$ cat src/rtl/mhsa_pkg.sv
// mhsa_pkg: shared bar-port types and constants for the MHSA accelerator.
package mhsa_pkg;
  localparam int BAR_AW = 32;
  localparam int BAR_DW = 64;
  typedef struct packed {
    logic              we;
    logic [BAR_AW-1:0] addr;
    logic [BAR_DW-1:0] wdata;
  } bar_req_t;
  typedef enum logic {ARB, HOLD} arb_state_e;
endpackage

$ cat src/rtl/bar_port_arbiter_if.sv
// bar_port_arbiter_if: engine-side bar request/grant/read-return bundle.
interface bar_port_arbiter_if #(
  parameter int WIDTH = 64,
  parameter int NREQ  = 4
);
  import mhsa_pkg::*;
  logic [NREQ-1:0]             req;
  logic [NREQ-1:0]             lock;
  logic [NREQ-1:0]             we;
  logic [NREQ-1:0][BAR_AW-1:0] addr;
  logic [NREQ-1:0][WIDTH-1:0]  wdata;
  logic [NREQ-1:0]             gnt;
  logic [NREQ-1:0]             rvalid;
  logic [WIDTH-1:0]            rdata;
  modport master (output req, lock, we, addr, wdata, input gnt, rvalid, rdata);
  modport slave (input req, lock, we, addr, wdata, output gnt, rvalid, rdata);
endinterface

$ cat src/rtl/rr_pick.sv
// rr_pick: rotating-priority one-hot picker, priority starts at ptr.
module rr_pick #(
  parameter int N  = 4,
  parameter int IW = $clog2(N)
) (
  input  logic [N-1:0]  req,
  input  logic [IW-1:0] ptr,
  output logic [N-1:0]  onehot,
  output logic [IW-1:0] idx,
  output logic          any
);
  always_comb begin
    int j;
    idx = '0;
    // scan lowest priority first so the highest-priority hit is written last
    for (int k = N - 1; k >= 0; k--) begin
      j = int'(ptr) + k;
      j = j >= N ? j - N : j;
      idx = req[j] ? IW'(j) : idx;
    end
    any = |req;
    onehot = any ? N'(1) << idx : '0;
  end
endmodule

$ cat src/rtl/bar_port_arbiter.sv
// bar_port_arbiter: round-robin sharing of one bar SRAM port with locked bursts and read-data return.
module bar_port_arbiter
  import mhsa_pkg::*;
#(
  parameter int WIDTH     = BAR_DW,
  parameter int NREQ      = 4,
  parameter int RD_LAT    = 1,
  parameter int MAX_BURST = 16
) (
  input  logic              clk,
  input  logic              rst_n,
  input  logic              en,
  bar_port_arbiter_if.slave bus,
  output logic              busy,
  output logic              bar_write_en,
  output logic [WIDTH-1:0]  bar_data_in,
  output logic [BAR_AW-1:0] bar_addr,
  input  logic [WIDTH-1:0]  bar_data_out
);
  localparam int IW = $clog2(NREQ);
  localparam int CW = $clog2(MAX_BURST + 1);
  arb_state_e state_q, state_d;
  logic [IW-1:0] ptr_q, ptr_d, own_q, own_d, w, pick_idx;
  logic [CW-1:0] bcnt_q, bcnt_d, cnt_n;
  logic [NREQ-1:0] pick_oh;
  logic pick_any, hold_act, fire, rel;
  bar_req_t sel;
  logic [RD_LAT-1:0] pv;
  logic [RD_LAT-1:0][IW-1:0] pi;
  rr_pick #(.N(NREQ), .IW(IW)) u_pick (
    .req(bus.req), .ptr(ptr_q), .onehot(pick_oh), .idx(pick_idx), .any(pick_any)
  );
  always_comb begin
    hold_act = state_q == HOLD && bus.req[own_q];
    w = hold_act ? own_q : pick_idx;
    fire = rst_n && en && (hold_act || pick_any);
    cnt_n = (hold_act ? bcnt_q : '0) + CW'(1);
    // the MAX_BURST-th grant still goes to the owner; ownership ends at that edge
    rel = !(bus.lock[w] && cnt_n < CW'(MAX_BURST));
    state_d = state_q;
    own_d = own_q;
    bcnt_d = bcnt_q;
    ptr_d = ptr_q;
    if (fire) begin
      state_d = rel ? ARB : HOLD;
      own_d = w;
      bcnt_d = rel ? '0 : cnt_n;
      ptr_d = rel ? (w == IW'(NREQ - 1) ? '0 : w + IW'(1)) : ptr_q;
    end else if (en && state_q == HOLD) begin
      state_d = ARB;
      bcnt_d = '0;
    end
    bus.gnt = fire ? (hold_act ? NREQ'(1) << own_q : pick_oh) : '0;
    sel = fire ? bar_req_t'{we: bus.we[w], addr: bus.addr[w], wdata: BAR_DW'(bus.wdata[w])} : '0;
  end
  always_ff @(posedge clk or negedge rst_n)
    if (!rst_n) begin
      state_q <= ARB;
      ptr_q <= '0;
      own_q <= '0;
      bcnt_q <= '0;
    end else begin
      state_q <= state_d;
      ptr_q <= ptr_d;
      own_q <= own_d;
      bcnt_q <= bcnt_d;
    end
  always_ff @(posedge clk or negedge rst_n)
    if (!rst_n) begin
      pv <= '0;
      pi <= '0;
    end else begin
      pv[0] <= fire && !bus.we[w];
      pi[0] <= w;
      for (int k = 1; k < RD_LAT; k++) begin
        pv[k] <= pv[k-1];
        pi[k] <= pi[k-1];
      end
    end
  assign bus.rvalid = pv[RD_LAT-1] ? NREQ'(1) << pi[RD_LAT-1] : '0;
  assign bus.rdata = pv[RD_LAT-1] ? bar_data_out : '0;
  assign busy = |pv || state_q == HOLD;
  assign bar_write_en = sel.we;
  assign bar_addr = sel.addr;
  assign bar_data_in = sel.wdata[WIDTH-1:0];
endmodule

$ cat src/flat_wrapper.sv
// flat-port wrapper written by rule: the top's interface ports become plain ports
module bar_port_arbiter_flat import mhsa_pkg::*;
#(
  parameter int WIDTH     = BAR_DW,
  parameter int NREQ      = 4,
  parameter int RD_LAT    = 1,
  parameter int MAX_BURST = 16
)
  (clk, rst_n, en, busy, bar_write_en, bar_data_in, bar_addr, bar_data_out, bus_req, bus_lock, bus_we, bus_addr, bus_wdata, bus_gnt, bus_rvalid, bus_rdata);
  bar_port_arbiter_if #(.WIDTH(WIDTH), .NREQ(NREQ)) bus_i ();
  input  logic clk;
  input  logic rst_n;
  input  logic en;
  output logic busy;
  output logic bar_write_en;
  output logic [WIDTH-1:0] bar_data_in;
  output logic [BAR_AW-1:0] bar_addr;
  input  logic [WIDTH-1:0] bar_data_out;
  input wire logic [$bits(bus_i.req)-1:0] bus_req;
  input wire logic [$bits(bus_i.lock)-1:0] bus_lock;
  input wire logic [$bits(bus_i.we)-1:0] bus_we;
  input wire logic [$bits(bus_i.addr)-1:0] bus_addr;
  input wire logic [$bits(bus_i.wdata)-1:0] bus_wdata;
  output wire logic [$bits(bus_i.gnt)-1:0] bus_gnt;
  output wire logic [$bits(bus_i.rvalid)-1:0] bus_rvalid;
  output wire logic [$bits(bus_i.rdata)-1:0] bus_rdata;
  assign bus_i.req = bus_req;
  assign bus_i.lock = bus_lock;
  assign bus_i.we = bus_we;
  assign bus_i.addr = bus_addr;
  assign bus_i.wdata = bus_wdata;
  assign bus_gnt = bus_i.gnt;
  assign bus_rvalid = bus_i.rvalid;
  assign bus_rdata = bus_i.rdata;
  bar_port_arbiter #(.WIDTH(WIDTH), .NREQ(NREQ), .RD_LAT(RD_LAT), .MAX_BURST(MAX_BURST)) u_core (.clk(clk), .rst_n(rst_n), .en(en), .bus(bus_i), .busy(busy), .bar_write_en(bar_write_en), .bar_data_in(bar_data_in), .bar_addr(bar_addr), .bar_data_out(bar_data_out));
endmodule
$ cat config.mk
export PLATFORM = sky130hd
export DESIGN_NAME = bar_port_arbiter_flat
export DESIGN_NICKNAME = d
export VERILOG_FILES = /design/src/rtl/mhsa_pkg.sv /design/src/rtl/bar_port_arbiter_if.sv /design/src/rtl/rr_pick.sv /design/src/rtl/bar_port_arbiter.sv /design/src/flat_wrapper.sv
export SDC_FILE = /design/constraint.sdc
export NUM_CORES = 1
export LEC_CHECK = 0
export ABC_AREA = 1
export BUFFER_PORTS_ARGS = -buffer_cell sky130_fd_sc_hd__buf_2
export CELL_PAD_IN_SITES_DETAIL_PLACEMENT = 0
export CELL_PAD_IN_SITES_GLOBAL_PLACEMENT = 1
export CORE_AREA = 4 4 243 245
export CTS_BUF_LIST = sky130_fd_sc_hd__clkbuf_8
export CTS_CLUSTER_SIZE = 30
export DETAILED_ROUTE_END_ITERATION = 10
export DIE_AREA = 0 0 247 249
export PLACE_DENSITY_LB_ADDON = 0.1
export SETUP_SLACK_MARGIN = 0.05
export SYNTH_ARGS = -nofsm -noshare
export SYNTH_HDL_FRONTEND = slang
export SYNTH_SLANG_ARGS = --single-unit
$ cat constraint.sdc
create_clock -name clk -period 2.4 [get_ports clk]
set_clock_uncertainty 0.05 [all_clocks]
set_input_delay 0 -clock clk [delete_from_list [all_inputs] [get_ports clk]]
set_output_delay 0 -clock clk [all_outputs]
set_load 0.05 [all_outputs]
* Word level (Yosys, flattened, before mapping)
Index checks and enable logic that the tools add are counted. Widths: inputs -> output; s select.
Word-level totals: flip-flop bits (word level) 13, latch bits 0, bits in writable memories 0, bits in read-only memories 0, logic and storage cells 88, memories kept 0
Operators by class: $add $sub $neg 9, $mul 0, div/mod/pow operators 0, $lt $le $gt $ge 11, equality and inequality tests 1, shifts and indexed selects 3, multiplexer cells 45, bitwise gates (word level) 1, reductions and logical operators 12
Operator list (count):
- $mux 32 | 5
- $bmux 64 s2 | 1
- $lt 32x4->1 const B | 4
- $mux 64 | 2
- $mux 97 | 1
- $bmux 32 s2 | 1
- $ge 32x4->1 const B | 1
- $sub 32x4->32 const B | 1
- $mux 5 | 4
- $mux 4 | 4
- $bmux 1 s2 | 7
- $mux 1 | 14
- $mux 2 | 6
- $shl 1x2->4 const A | 3
- $sub 3x3->4 const B | 2
- $add 2x2->3 const B | 2
- $ge 3x3->1 const B | 2
- $logic_and 1x1->1 | 6
- $lt 2x3->1 const B | 2
- $add 5x1->5 const B | 1
- $lt 5x5->1 const B | 1
- $reduce_or 4->1 | 1
- $sub 2x3->4 const B | 1
- $add 2x1->3 const B | 1
- 8 further kinds | 9

* Longest topological paths before layout
Gate-level depths: netlist of the first run.
depth in word-level cells 16, mapped depth 18

* Modules after synthesis
From an unflattened synthesis of the first run, not the netlist that was laid out.
Second synthesis, totals: cell total of the unflattened synthesis 953, area, all modules 5547.8 um^2
Modules (own cells, without submodules):
- bar_port_arbiter | times used 1, cells an instance 888, area each 5240.0 um^2, sequential area each 325.3 um^2
- rr_pick | times used 1, cells an instance 65, area each 307.8 um^2, sequential area each 0.0 um^2

* Least setup slack after synthesis of the first run
OpenSTA, ideal clock, no wires.
path type register -> output, from reg u_core.ptr_q[0], to out bar_addr[0], arrival 2.819 ns, path slack -0.469 ns, cell stages (with the launch flop) 15, cell sequence dfrtp_1 -> buf_6 -> inv_2 -> nand3_1 -> and2_1 -> nand3_1 -> nand2_1 -> nand2_1 -> nand3_2 -> nand2_1 -> buf_6 -> buf_6 -> buf_2 -> nor2_1 -> o31ai_1
Between the ends: longest elaborated chain between the ends 14, elaborated cells between the ends (all ways) 35
RTL lines:
- from (decl) | RTL line bar_port_arbiter.sv:23 | logic [IW-1:0] ptr_q, ptr_d, own_q, own_d, w, pick_idx;
- from (signal assigned) | RTL line bar_port_arbiter.sv:64 | ptr_q <= ptr_d;
- $add 2x2->3 | RTL line rr_pick.sv:17 | j = int'(ptr) + k;
- $sub 32x4->32 / $ge 32x4->1 (equally long branches) | RTL line rr_pick.sv:18 | j = j >= N ? j - N : j;
- $mux 32 | RTL line rr_pick.sv:18
- $bmux 1 s2 | RTL line rr_pick.sv:19 | idx = req[j] ? IW'(j) : idx;
- $mux 1 (implied by the code) (2 in a row) | RTL line rr_pick.sv:19
- $mux 2 (3 in a row) | RTL line rr_pick.sv:19
- $mux 2 * | RTL line rr_pick.sv:19
- $mux 2 * | RTL line bar_port_arbiter.sv:35 | w = hold_act ? own_q : pick_idx;
- $bmux 32 s2 * | RTL line bar_port_arbiter.sv:54 | sel = fire ? bar_req_t'{we: bus.we[w], addr: bus.addr[w], wdata: BAR_DW'(bus.wdata[w])} : '0;
- $mux 32 (implied by the code) * | RTL line bar_port_arbiter.sv:54
- $mux 97 * | RTL line bar_port_arbiter.sv:54
- to (decl) | RTL line flat_wrapper.sv:17 | output logic [BAR_AW-1:0] bar_addr;
Every way passes the cells marked *; elsewhere a longest branch is shown, timed or not. The select of a mux whose other input is x is not followed.

* Worst setup path in the final report of the first run
from reg u_core.ptr_q[0], to out bar_addr[15]
Same word-level chain as after synthesis.

==> results of run 1 <==
[per-layer routing]
| layer | track usage | share of wire |
|---|---|---|
| met5 | 0 | 0.0029 |
| met4 | 0.0182 | 0.0075 |
| met2 | 0.256 | 0.54 |
| met1 | 0.143 | 0.38 |
| met3 | 0.0349 | 0.071 |
[layout make-up]
| cell class | count | area share |
|---|---|---|
| diodes | 12 | 0.00220 |
| clock buffers | 3 | 0.00303 |
| clock inverters | 1 | 0.000275 |
| inverters | 131 | 0.0387 |
| multi-input cells | 763 | 0.388 |
| flip-flops and latches | 13 | 0.0241 |
| well taps | 765 | 0.0702 |
| repair buffers | 797 | 0.471 |
| repair inverters | 2 | 0.00239 |
[kinds of logic after synthesis]
logic type	synth area share
flops	0.0690
buf+inv	0.195
simple gates	0.394
fa+ha+maj	0.00531
compound gates	0.331
xor+xnor	0.00557
[through the flow]
step | worst slack, ns | util | TNS [ns] | std cells | hold WS [ns]
after floorplan | -0.126 | - | -2.41 | 983 | -0.346
after global placement | -0.113 | 0.182 | -3.08 | 2394 | -0.0682
after detailed placement | -0.107 | 0.182 | -1.77 | 2394 | -0.0705
after CTS | -0.228 | 0.197 | -14.78 | 2408 | 0.141
after global routing | -0.398 | 0.238 | -29.93 | 2484 | 0.134
final | -0.273 | 0.239 | -16.35 | 2487 | 0.109
[cell usage after synthesis (all sizes together)]
library cell,number,share of area
nor2,316,0.25
o21ai,181,0.19
inv,131,0.10
nand2,121,0.098
o31ai,57,0.091
buf,49,0.067
a21oi,42,0.045
clkbuf,28,0.023
nand3,23,0.025
dfrtp,13,0.069
nor3,6,0.0064
nand4,5,0.0066
and2,2,0.0027
ha,2,0.0053
xor2,2,0.0037
nor3b,1,0.0016
nor4,1,0.0013
o2111a,1,0.0024
o22ai,1,0.0013
xnor2,1,0.0019
[power groups by stage]
| stage | Clock, mW | Combinational (mW) | Sequential (mW) |
|---|---|---|---|
| floorplan | 0 | 10.1 | 0.338 |
| global placement | 0 | 15.7 | 0.398 |
| detailed placement | 0 | 15.6 | 0.399 |
| CTS | 0.228 | 18.0 | 0.397 |
| global route | 0.234 | 25.6 | 0.429 |
| finish | 0.214 | 24.0 | 0.414 |
[flip-flops by register name, summed over array words and instances, names as in the netlist]
name	cells
u_core.bcnt_q	5
u_core.own_q	2
u_core.pi	2
u_core.ptr_q	2
u_core.pv	1
u_core.state_q	1
[worst max-delay path, stage by stage, from the launching register on]
cell,delay [ns]
sky130_fd_sc_hd__dfrtp_2,0.48
sky130_fd_sc_hd__inv_4,0.11
sky130_fd_sc_hd__nand3_2,0.07
sky130_fd_sc_hd__and2_4,0.15
sky130_fd_sc_hd__nand3_2,0.09
sky130_fd_sc_hd__nand2_2,0.05
sky130_fd_sc_hd__nand2_2,0.08
sky130_fd_sc_hd__nand3_4,0.12
sky130_fd_sc_hd__nand2_8,0.15
sky130_fd_sc_hd__buf_12,0.14
sky130_fd_sc_hd__clkinv_16,0.08
sky130_fd_sc_hd__buf_12,0.15
sky130_fd_sc_hd__buf_8,0.14
sky130_fd_sc_hd__buf_4,0.14
sky130_fd_sc_hd__o21ai_4,0.13
sky130_fd_sc_hd__o31ai_4,0.09
sky130_fd_sc_hd__clkbuf_16,0.18
[final timing paths]
kind / endpoint / slack (ns) / cells past startpoint
max: bar_addr[15] / -0.27 / 16
max reg2reg: u_core.ptr_q[0] / -0.02 / 16
max in group asynchronous: u_core.pv / 1.88 / 3
min in group asynchronous: u_core.state_q / 0.22 / 3
min: u_core.pv / 0.11 / 4
min reg2reg: u_core.bcnt_q[1] / 0.46 / 2
[timing repair]
| item | CTS | global route |
|---|---|---|
| buffers inserted | 2 | 44 |
| hold buffers | 2 | 0 |
| setup endpoints to repair | 98 | 106 |
| gates resized for setup | 201 | 440 |
| hold endpoints to repair | 14 | 0 |
| pin swaps | 9 | 61 |
| gates cloned | 6 | 28 |
==> summary by stage, run 1 <==
Layout
The layout filler cell count is 6505. For this run, the post-layout net count is 2176. The library cell used most frequently in the layout, excluding fill and tap cells, is sky130_fd_sc_hd__buf_2. The library cells used most frequently in the layout, excluding fill and tap cells, are sky130_fd_sc_hd__buf_2 (534), sky130_fd_sc_hd__nor2_1 (228), sky130_fd_sc_hd__inv_1 (122). The register area is 329 sq um. With fillers left out, the area of the finished cells amounts to 0.0136 sq mm. The layout overhead on the synthesized area is 189%.

In the final layout, the share of cells above drive strength 1 is 0.657. The multi-input combinational cells in the finished layout cover a total of 0.00529 sq mm.

Place
Detailed placement finished with a half-perimeter wire length of 36200 um. Port buffering added 632 buffers. The global placer's final weighted congestion is 0.807. Once placement finished, the instance area stood at 0.0104 sq mm.

Routing
After the first detailed-routing iteration, the DRC count stood at 183. The overall routed net length is 47900 um. In the routed design, unresolved DRC markers number 0. The routed length per placed instance is 19.2 um.

In the routed layout, each cell is associated on average with a via count of 3.76. The total via count after detailed routing is 9350. In this run the remaining antenna-violating nets after routing total 0. The number of iterations in the first detailed-routing pass is 4.

STA
The final period demand of the worst path is 2.67 ns. Setup violations remaining at the end of the flow were counted as 98. For the pin with the worst max-slew slack, the measured transition is 0.829 ns. The worst max-slew margin expressed relative to the limit is 0.447. The period utilization is 1.11. Setup slack on the critical path of the routed design comes to -0.273 ns. Derived from the worst setup path, the maximum achievable clock frequency is 0.374 GHz.

Setup repair after global routing could not meet its margin everywhere. The final number of max-transition violations is 0. The final-report hold violation count is 0.

Critical path
The worst path required time is 2.35 ns. The arrival time of data at the critical path endpoint is 2.62 ns. The start point of the critical path is u_core.ptr_q[0]. The beginning of the worst register-to-register path is u_core.ptr_q[0]. The category of the critical setup timing path is reg -> out. The maximum fanout along the worst path is 8. STA classifies the critical path endpoint as an output pin.

The element type at the critical path start is a flip-flop.

Synthesis
The synthesized netlist occupies a cell area of 0.00471 sq mm. Counting flops and latches in the post-synthesis netlist gives 13. Of the synthesized area, sequential elements account for 0.0690.

The net count of the mapped netlist is 1448. Counting distinct cell types in the post-synthesis netlist gives 29. In the synthesized netlist, the number of instances is 983. The mean area per synthesized cell is 4.80 sq um.

The Yosys step of the flow raised 0 warnings.

Floorplan
The die width is 247 um. After floorplanning, the core was sized to cover 0.0571 sq mm. The die is 249 um tall. The number of primary I/O pins is 633. The area of the die is 0.0615 sq mm.

For this configuration, the core starts out at a cell density of 0.0825. The floorplan row count is 88.

Clock network
The maximum level of the CTS H-tree is 1. The clock-pin transition on the worst setup and hold timing paths is 0.07 ns. The number of clock buffers inserted by TritonCTS is 3. The buffer type at the clock tree root is sky130_fd_sc_hd__clkbuf_8. TritonCTS built the clock tree.

For the worst-skew pair, the clock arrives at the later sink with an insertion delay of 0.25 ns. Clock tree synthesis found a total of 13 sinks. The number of buffers on the longest clock path is 2.

Power and ir drop
Total power for the finished layout comes to 24.6 mW. The worst-case vdd ir drop is 0.709 mV. Of the total power, the share spent switching nets is 0.561. Of the total power, the clock network draws 0.009. The portion of total power attributed to combinational logic is 0.974. The sequential power share is 0.017. The switching component of the power is 13.8 mW.

Power spread over the standard cell area amounts to 1810 mW/mm^2. The leakage power is 6.95 nW. The internal power consumption is 10.8 mW.

Hold path
The startpoint identified for the worst hold timing path is bus_we[0]. The path class of the tightest hold or removal check is in -> reg.

Job
The reported max-cap violation count is 0.

Global route
The remaining global-route overflow is 0. The global-route usage over all layers is 0.131. The number of global-route vias before repair was 9353. The largest net degree at the start of global routing is 49.

The first global-routing pass estimated 61200 um of wire. The initial antenna violation count is 23.

Outcome
The flow ran to the end, but the final reports show violations. The checks that failed: setup timing.
No activity file was read; power rests on OpenSTA's default activity.
==> inputs of run 2 (changes only) <==
PLACE_DENSITY_LB_ADDON = 0.3   (was 0.1)
==> summary by stage, run 2 (same netlist as run 1, synthesis figures left out) <==
Layout
The number of flip-flops in the largest register is 5 (unchanged). u_core.bcnt_q holds more flip-flops than any other register. The number of standard cells in the layout, taps in and fillers out was 2440 (-1.9%). The fraction of layout instances using a drive strength above 1 is 0.611 (-0.0457). In the layout the commonest cells are sky130_fd_sc_hd__buf_2 (534), sky130_fd_sc_hd__nor2_1 (272), sky130_fd_sc_hd__inv_1 (125).

The net count of the finished layout was 2137 (-1.8%). The layout overhead on the synthesized area is 159%. The most common library cell in the layout ignoring fill and taps is sky130_fd_sc_hd__buf_2.

Global route
The first-pass GRT wire length came to 52900 um (-14%). The global-route usage over all layers is 0.110 (-0.0214). The number of global-route vias before repair was 9011 (-3.7%).

The initial antenna violation count is 13 (-43%). The largest net degree at the start of global routing came to 48 (-2.0%). The remaining global-route overflow is 0 (unchanged).

Place
The post-place setup slack came to -0.127 ns (-0.0194 ns). The number of buffers inserted by port buffering is 632 (unchanged). The placed wire-length estimate is 32400 um (-11%). The global placer's final weighted congestion is 0.830 (+2.8%). The placed cell count is 2390 (-0.17%).

Floorplan
The number of primary I/O pins is 633 (unchanged). The starting density of the core is 0.0825 (unchanged). The die width came to 247 um (unchanged). The area of the die is 0.0615 sq mm (unchanged). The floorplan row count is 88 (unchanged). The die span in y is 249 um (unchanged).

The core footprint is 0.0571 sq mm (unchanged).

Critical path
The maximum fanout along the worst path is 8 (unchanged). The type of element capturing the critical path is an output pin. The worst setup path is of the reg -> out kind.

The worst setup path is launched from a flip-flop. The depth of the worst register-to-register path is 15 (-1). The arrival time of data at the critical path endpoint is 2.59 ns (-0.03 ns). The worst path required time was 2.35 ns (about the same).

Clock network
The clock latency of the later-clocked register in the worst-skew pair was 0.25 ns (about the same). The buffer type at the clock tree root is sky130_fd_sc_hd__clkbuf_8. The number of buffers on the longest clock path is 2 (unchanged). The maximum level of the CTS H-tree is 1 (unchanged). The clock-pin transition on the worst setup and hold timing paths is 0.07 ns (about the same). The number of clock buffers inserted by TritonCTS is 3 (unchanged). The TritonCTS clock tree is yes. The clock sink count was 13 (unchanged).

STA
The final-report hold violation count is 0 (unchanged). The maximum clock frequency is 0.379 GHz (+1.4%). The worst max-slew margin expressed relative to the limit is 0.437 (-0.0102). The final number of max-transition violations came to 0 (unchanged).

Setup repair after global routing could not meet its margin everywhere. The final setup slack of the worst path is -0.236 ns (+0.0369 ns). The total setup violations reported at the end of the flow is 97 (-1.0%). The final period demand of the worst path came to 2.64 ns (-0.0369 ns). The actual slew at the worst max-slew pin is 0.845 ns (+0.0153 ns). The period utilization is 1.10 (-0.0154).

Outcome
The flow ran to the end, but the final reports show violations. The checks that failed: setup timing.

Routing
The number of DRC markers after the initial detailed-route iteration is 357 (+95%). The overall routed net length is 40600 um (-15%). The number of vias per cell after detailed routing is 3.81 (+1.3%). The number of antenna-violating nets in the routed design was 0 (unchanged).

The DRC violation count after routing is 0 (unchanged). The total via count after detailed routing is 9291 (-0.63%). The routed length per placed instance is 16.6 um (-14%).

The number of iterations in the first detailed-routing pass came to 4 (unchanged).

Power and ir drop
The leakage power is 6.49 nW (-6.6%). The total power density per cell area is 1710 mW/mm^2 (-5.1%). The worst-case vdd ir drop is 0.932 mV (+31%).

Hold path
The worst hold path cell count is 5 (+1). The classification of the worst-slack hold path is in -> reg.

Job
The reported max-cap violation count is 0 (unchanged).
## run 2: cell count changes in the layout (fill, tap and decap cells not counted), moves of 8 or more
cell,previous run,this run
sky130_fd_sc_hd__nor2_4,38,8
sky130_fd_sc_hd__o21ai_0,29,37
sky130_fd_sc_hd__nor2_1,228,272
sky130_fd_sc_hd__buf_12,54,23
sky130_fd_sc_hd__buf_6,98,110
sky130_fd_sc_hd__o21ai_4,16,7
sky130_fd_sc_hd__diode_2,12,4
sky130_fd_sc_hd__nor2_2,50,36
sky130_fd_sc_hd__clkbuf_16,28,14
## run 2: worst max-delay path, stage by stage, from the launching register on
cell,delay (ns)
sky130_fd_sc_hd__dfrtp_2,0.45
sky130_fd_sc_hd__buf_6,0.15
sky130_fd_sc_hd__nand2_4,0.07
sky130_fd_sc_hd__nand3_4,0.08
sky130_fd_sc_hd__nand2_2,0.08
sky130_fd_sc_hd__nand3_2,0.10
sky130_fd_sc_hd__nand2_2,0.08
sky130_fd_sc_hd__nand2_2,0.07
sky130_fd_sc_hd__nand3_4,0.11
sky130_fd_sc_hd__nand2_8,0.12
sky130_fd_sc_hd__buf_12,0.18
sky130_fd_sc_hd__buf_16,0.16
sky130_fd_sc_hd__buf_6,0.14
sky130_fd_sc_hd__o21ai_1,0.13
sky130_fd_sc_hd__inv_1,0.07
sky130_fd_sc_hd__o21ai_2,0.06
sky130_fd_sc_hd__a21oi_2,0.07
sky130_fd_sc_hd__buf_6,0.19
## run 2: power breakdown
group | total [mW] | internal [mW] | leakage [nW] | switching, mW
Sequential | 0.412 | 0.293 | 0.166 | 0.119
Clock | 0.202 | 0.113 | 0.0269 | 0.0888
Combinational | 20.3 | 8.14 | 6.29 | 12.2
Total | 21.0 | 8.55 | 6.49 | 12.4
## run 2: metal layers
| layer | share of wire | vias to the layer above | global-route usage |
|---|---|---|---|
| met1 | 0.38 | 4262 | 0.121 |
| met3 | 0.084 | 58 | 0.0311 |
| met4 | 0.017 | 14 | 0.0186 |
| met5 | 0.0021 | - | 0 |
| met2 | 0.52 | 424 | 0.210 |
| li1 | - | 4533 | - |
## run 2: metrics by stage
stage / area, sq um / hold slack, ns / setup TNS, ns / utilization / total power [mW]
after floorplan: 5410 / -0.346 / -2.41 / - / 10.4
after global placement: 10100 / -0.0807 / -1.53 / 0.177 / 15.5
after detailed placement: 10100 / -0.0748 / -3.18 / 0.177 / 15.6
after CTS: 10800 / 0.160 / -12.02 / 0.189 / 16.9
after global routing: 12200 / 0.225 / -26.41 / 0.214 / 22.4
final: 12200 / 0.193 / -14.61 / 0.214 / 21.0
## run 2: path summary, 6_finish.rpt
| check | from | endpoint | slack (ns) |
|---|---|---|---|
| max | u_core.ptr_q[0] | bar_data_in[35] | -0.24 |
| max reg2reg | u_core.ptr_q[0] | u_core.ptr_q[0] | 0.01 |
| min reg2reg | u_core.bcnt_q[4] | u_core.bcnt_q[4] | 0.45 |
| min | bus_we[0] | u_core.pv | 0.19 |
| max in group asynchronous | rst_n | u_core.pv | 1.88 |
| min in group asynchronous | rst_n | u_core.pi[1] | 0.22 |
## run 2: what timing repair did
| action | 4_1_cts | 5_1_grt |
|---|---|---|
| pin swaps | 8 | 52 |
| cloned | 0 | 15 |
| hold buffers | 2 | 0 |
| buffers inserted | 0 | 25 |
| hold endpoints to repair | 14 | 0 |
| gates resized for setup | 226 | 296 |
| setup endpoints to repair | 98 | 105 |
## run 2: layout make-up
class                           instances  area [sq um]
Timing Repair inverter                  1          30.0
Clock inverter                          1          3.75
Clock buffer                            3          41.3
Inverter                              131           523
Multi-Input combinational cell        762          4880
Antenna cell                            4          10.0
Timing Repair Buffer                  760          5450
Tap cell                              765           957
Fill cell                            6544         44900
Sequential cell                        13           329
==> inputs of run 3 (changes only) <==
ABC_AREA = default   (was 1)
CORE_AREA = 4 4 244 246   (was 4 4 243 245)
CTS_BUF_LIST = sky130_fd_sc_hd__clkbuf_16   (was sky130_fd_sc_hd__clkbuf_8)
DIE_AREA = 0 0 248 250   (was 0 0 247 249)
==> summary by stage, run 3 <==
STA
The period utilization is 1.19 (+0.0932). The total setup violations reported at the end of the flow is 106 (+9.3%). Setup repair after global routing could not meet its margin everywhere.

The final-report hold violation count was 0 (unchanged). The final total negative setup slack is -40.44 ns (-25.83 ns). The worst max-slew margin expressed relative to the limit is 0.680 (+0.243). The final worst hold slack is 0.0171 ns (-0.176 ns).

The final setup slack of the worst path is -0.460 ns (-0.224 ns). The actual slew at the worst max-slew pin was 0.473 ns (-0.371 ns). The maximum clock frequency was 0.350 GHz (-7.8%). The final period demand of the worst path is 2.86 ns (+0.224 ns). The final number of max-transition violations is 0 (unchanged).

Place
The post-place setup slack is -0.407 ns (-0.280 ns). The number of buffers inserted by port buffering was 632 (unchanged). The placed wire-length estimate is 32000 um (-1.2%). The global placer's final weighted congestion is 0.920 (+11%). The placed cell count is 1835 (-23%).

Layout
The number of standard cells in the layout, taps in and fillers out is 1864 (-24%). The fraction of layout instances using a drive strength above 1 is 0.870 (+0.259). The layout overhead on the synthesized area is 143%. The layout filler cell count is 6429 (-1.8%). The number of flip-flops in the largest register is 5 (unchanged). The library cell used most frequently in the layout, excluding fill and tap cells, is sky130_fd_sc_hd__buf_2. The net count of the finished layout came to 1563 (-27%). In the layout the commonest cells are sky130_fd_sc_hd__buf_2 (531), sky130_fd_sc_hd__and2_4 (98), sky130_fd_sc_hd__mux4_2 (96). u_core.bcnt_q holds more flip-flops than any other register.

Outcome
The checks that failed: setup timing. The run finished, with violations left.

Routing
The routed length per placed instance is 19.7 um (+18%). The number of antenna-violating nets in the routed design is 0 (unchanged). The DRC violation count after routing is 0 (unchanged).

The total via count after detailed routing is 6508 (-30%). The number of DRC markers after the initial detailed-route iteration is 172 (-52%). The overall routed net length is 36700 um (-9.6%).

The number of vias per cell after detailed routing is 3.49 (-8.3%). The number of iterations in the first detailed-routing pass was 4 (unchanged).

Synthesis
The number of standard cells after synthesis is 410 (-58%). By instance count, the leading cell after synthesis is sky130_fd_sc_hd__and2_1. In the synthesized netlist, the cells that appear most often are sky130_fd_sc_hd__and2_1 (165), sky130_fd_sc_hd__mux4_2 (96), sky130_fd_sc_hd__clkbuf_1 (18), sky130_fd_sc_hd__dfrtp_1 (13), sky130_fd_sc_hd__nor2_1 (12). The flop and latch count out of synthesis is 13 (unchanged).

Yosys attributes the largest share of cell area to sky130_fd_sc_hd__mux4_2 (49%), sky130_fd_sc_hd__and2_1 (23%), sky130_fd_sc_hd__dfrtp_1 (7.4%). The most frequently used flop master after synthesis is sky130_fd_sc_hd__dfrtp_1. The number of distinct library cells after synthesis came to 46 (+59%). The post-synthesis cell type with the largest combined area is sky130_fd_sc_hd__mux4_2. The sequential fraction of the synthesis area is 0.0738 (+0.00480). The mean area per synthesized cell is 10.8 sq um (+120%).

The portion of synthesized cell area occupied by the leading cell type is 0.490 (+0.239). The fraction of registers with async set or reset after synthesis is 1.00 (unchanged). The count of yosys warnings during synthesis is 0 (unchanged). The cell area after technology mapping is 0.00441 sq mm (-6.5%).

The number of enable-type register cells in the synthesized netlist came to 0 (unchanged). The net count of the mapped netlist is 875 (-40%).

Clock network
The number of clock buffers inserted by TritonCTS was 3 (unchanged). The number of buffers on the longest clock path is 2 (unchanged). The buffer type at the clock tree root is sky130_fd_sc_hd__clkbuf_16. The clock-pin transition on the worst setup and hold timing paths is 0.05 ns (-0.02 ns). The clock sink count is 13 (unchanged). The maximum level of the CTS H-tree is 1 (unchanged). The clock latency of the later-clocked register in the worst-skew pair was 0.24 ns (about the same). TritonCTS built the clock tree.

Power and ir drop
The leakage power was 5.25 nW (-19%). The total power density per cell area came to 947 mW/mm^2 (-45%). The worst-case vdd ir drop is 0.381 mV (-59%). The overall power is 10.1 mW (-52%).

Global route
The largest net degree at the start of global routing is 59 (+23%). The initial antenna violation count was 19 (+6). The first-pass GRT wire length is 49100 um (-7.3%).

The remaining global-route overflow was 0 (unchanged). The number of global-route vias before repair is 7310 (-19%). The global-route usage over all layers came to 0.109 (-0.00102).

Critical path
The most used cell along the critical path is sky130_fd_sc_hd__buf_12. For this design, the slowest cell found on the critical path is sky130_fd_sc_hd__mux4_2. The arrival time of data at the critical path endpoint came to 2.81 ns (+0.22 ns). The setup path with the least slack is of type reg -> out.

STA classifies the critical path startpoint as a flip-flop. The maximum fanout along the worst path is 8 (unchanged). Traced cell by cell, the critical path runs through buf_6 > mux2_4 > and3_4 > a31oi_4 > buf_12 > buf_12 > buf_16 > buf_12 > mux4_2 > and2_4 > buf_6. The worst path required time was 2.35 ns (about the same). The kind of cell with the highest combined delay along the critical path is multiplexers.

The worst stage delay on the critical path is 0.50 ns (+0.05 ns). The number of buffer and inverter instances along the worst setup path was 6 (unchanged). The worst setup path is captured at an output pin.

Floorplan
The starting density of the core is 0.0768 (-0.00566). The die span in y came to 250 um (+0.40%). The number of primary I/O pins is 633 (unchanged). The core footprint was 0.0574 sq mm (+0.39%).

The die width is 248 um (+0.40%). The area of the die is 0.0620 sq mm (+0.81%). The floorplan row count is 88 (unchanged).

Hold path
The tightest min-delay check is of the in -> reg type.

Job
The reported max-cap violation count is 0 (unchanged).
-- run 3: cell count changes in the layout (fill, tap and decap cells not counted), moves of 33 or more --
cell / previous run / this run
sky130_fd_sc_hd__a21oi_2: 38 / 1
sky130_fd_sc_hd__mux4_2: 0 / 96
sky130_fd_sc_hd__nand2_1: 105 / 8
sky130_fd_sc_hd__o31ai_4: 38 / 1
sky130_fd_sc_hd__and2_1: 0 / 66
sky130_fd_sc_hd__o21ai_1: 63 / 0
sky130_fd_sc_hd__o21ai_2: 74 / 0
sky130_fd_sc_hd__inv_1: 125 / 5
sky130_fd_sc_hd__nor2_2: 36 / 2
sky130_fd_sc_hd__o21ai_0: 37 / 4
sky130_fd_sc_hd__and2_4: 2 / 98
sky130_fd_sc_hd__nor2_1: 272 / 9
-- run 3: worst paths after layout --
path                                   from               end  slack, ns  cells past startpoint
max                         u_core.own_q[1]       bar_addr[9]      -0.46                     11
min                                      en    u_core.state_q       0.02                      3
max reg2reg                 u_core.own_q[1]   u_core.ptr_q[0]      -0.28                     12
min reg2reg                u_core.bcnt_q[0]  u_core.bcnt_q[0]       0.47                      2
max in group asynchronous             rst_n      u_core.pi[1]       1.84                      3
min in group asynchronous             rst_n   u_core.own_q[0]       0.09                      2
-- run 3: report_power, final --
group	internal (mW)	switching (mW)	leakage (nW)
logic	5.03	4.42	5.04
registers	0.291	0.0861	0.166
clock network	0.220	0.0917	0.0423
-- run 3: layer usage --
| layer | routed length (um) | global-route usage |
|---|---|---|
| met5 | 109 | 0 |
| met1 | 13200 | 0.120 |
| met3 | 3510 | 0.0266 |
| met2 | 19000 | 0.207 |
| met4 | 816 | 0.0268 |
-- run 3: layout make-up --
cell class | instances | area [sq um] | area share
clock buffer | 3 | 75.1 | 0.00701
inverter | 6 | 27.5 | 0.00257
multi-input combinational | 349 | 4210 | 0.394
timing repair buffer | 725 | 5090 | 0.476
tap | 765 | 957 | 0.0894
antenna | 2 | 5.00 | 0.000468
clock inverter | 1 | 3.75 | 0.000351
sequential | 13 | 325 | 0.0304
-- run 3: stage by stage --
step | instance area (sq um) | util
after floorplan | 4770 | -
after global placement | 9420 | 0.164
after detailed placement | 9420 | 0.164
after CTS | 10600 | 0.186
after global routing | 10700 | 0.187
final | 10700 | 0.187
-- run 3: repair_timing --
item | 4_1_cts | 5_1_grt
resized for setup | 258 | 6
cloned | 7 | 1
hold buffers | 1 | 0
endpoints found under the setup margin | 107 | 108
pin swaps | 6 | 1
buffers inserted | 14 | 1
endpoints found under the hold margin | 13 | 0
-- run 3: cells by family (layout without fill, tap and decap cells) --
logic type      count (synthesis)  count (layout)  synth area share
flops                          13              13            0.0738
mux                           106             106             0.517
other cells                     0               2                 0
compound gates                 32              32            0.0565
xor+xnor                        1               1           0.00199
simple gates                  208             208             0.286
fa+ha+maj                       2               2           0.00568
buf+inv                        48             735            0.0590
-- run 3: tightest hold or removal path, cell delays in order --
cell and delay (ns):
sky130_fd_sc_hd__buf_2 0.13, sky130_fd_sc_hd__inv_1 0.05, sky130_fd_sc_hd__a21o_1 0.10
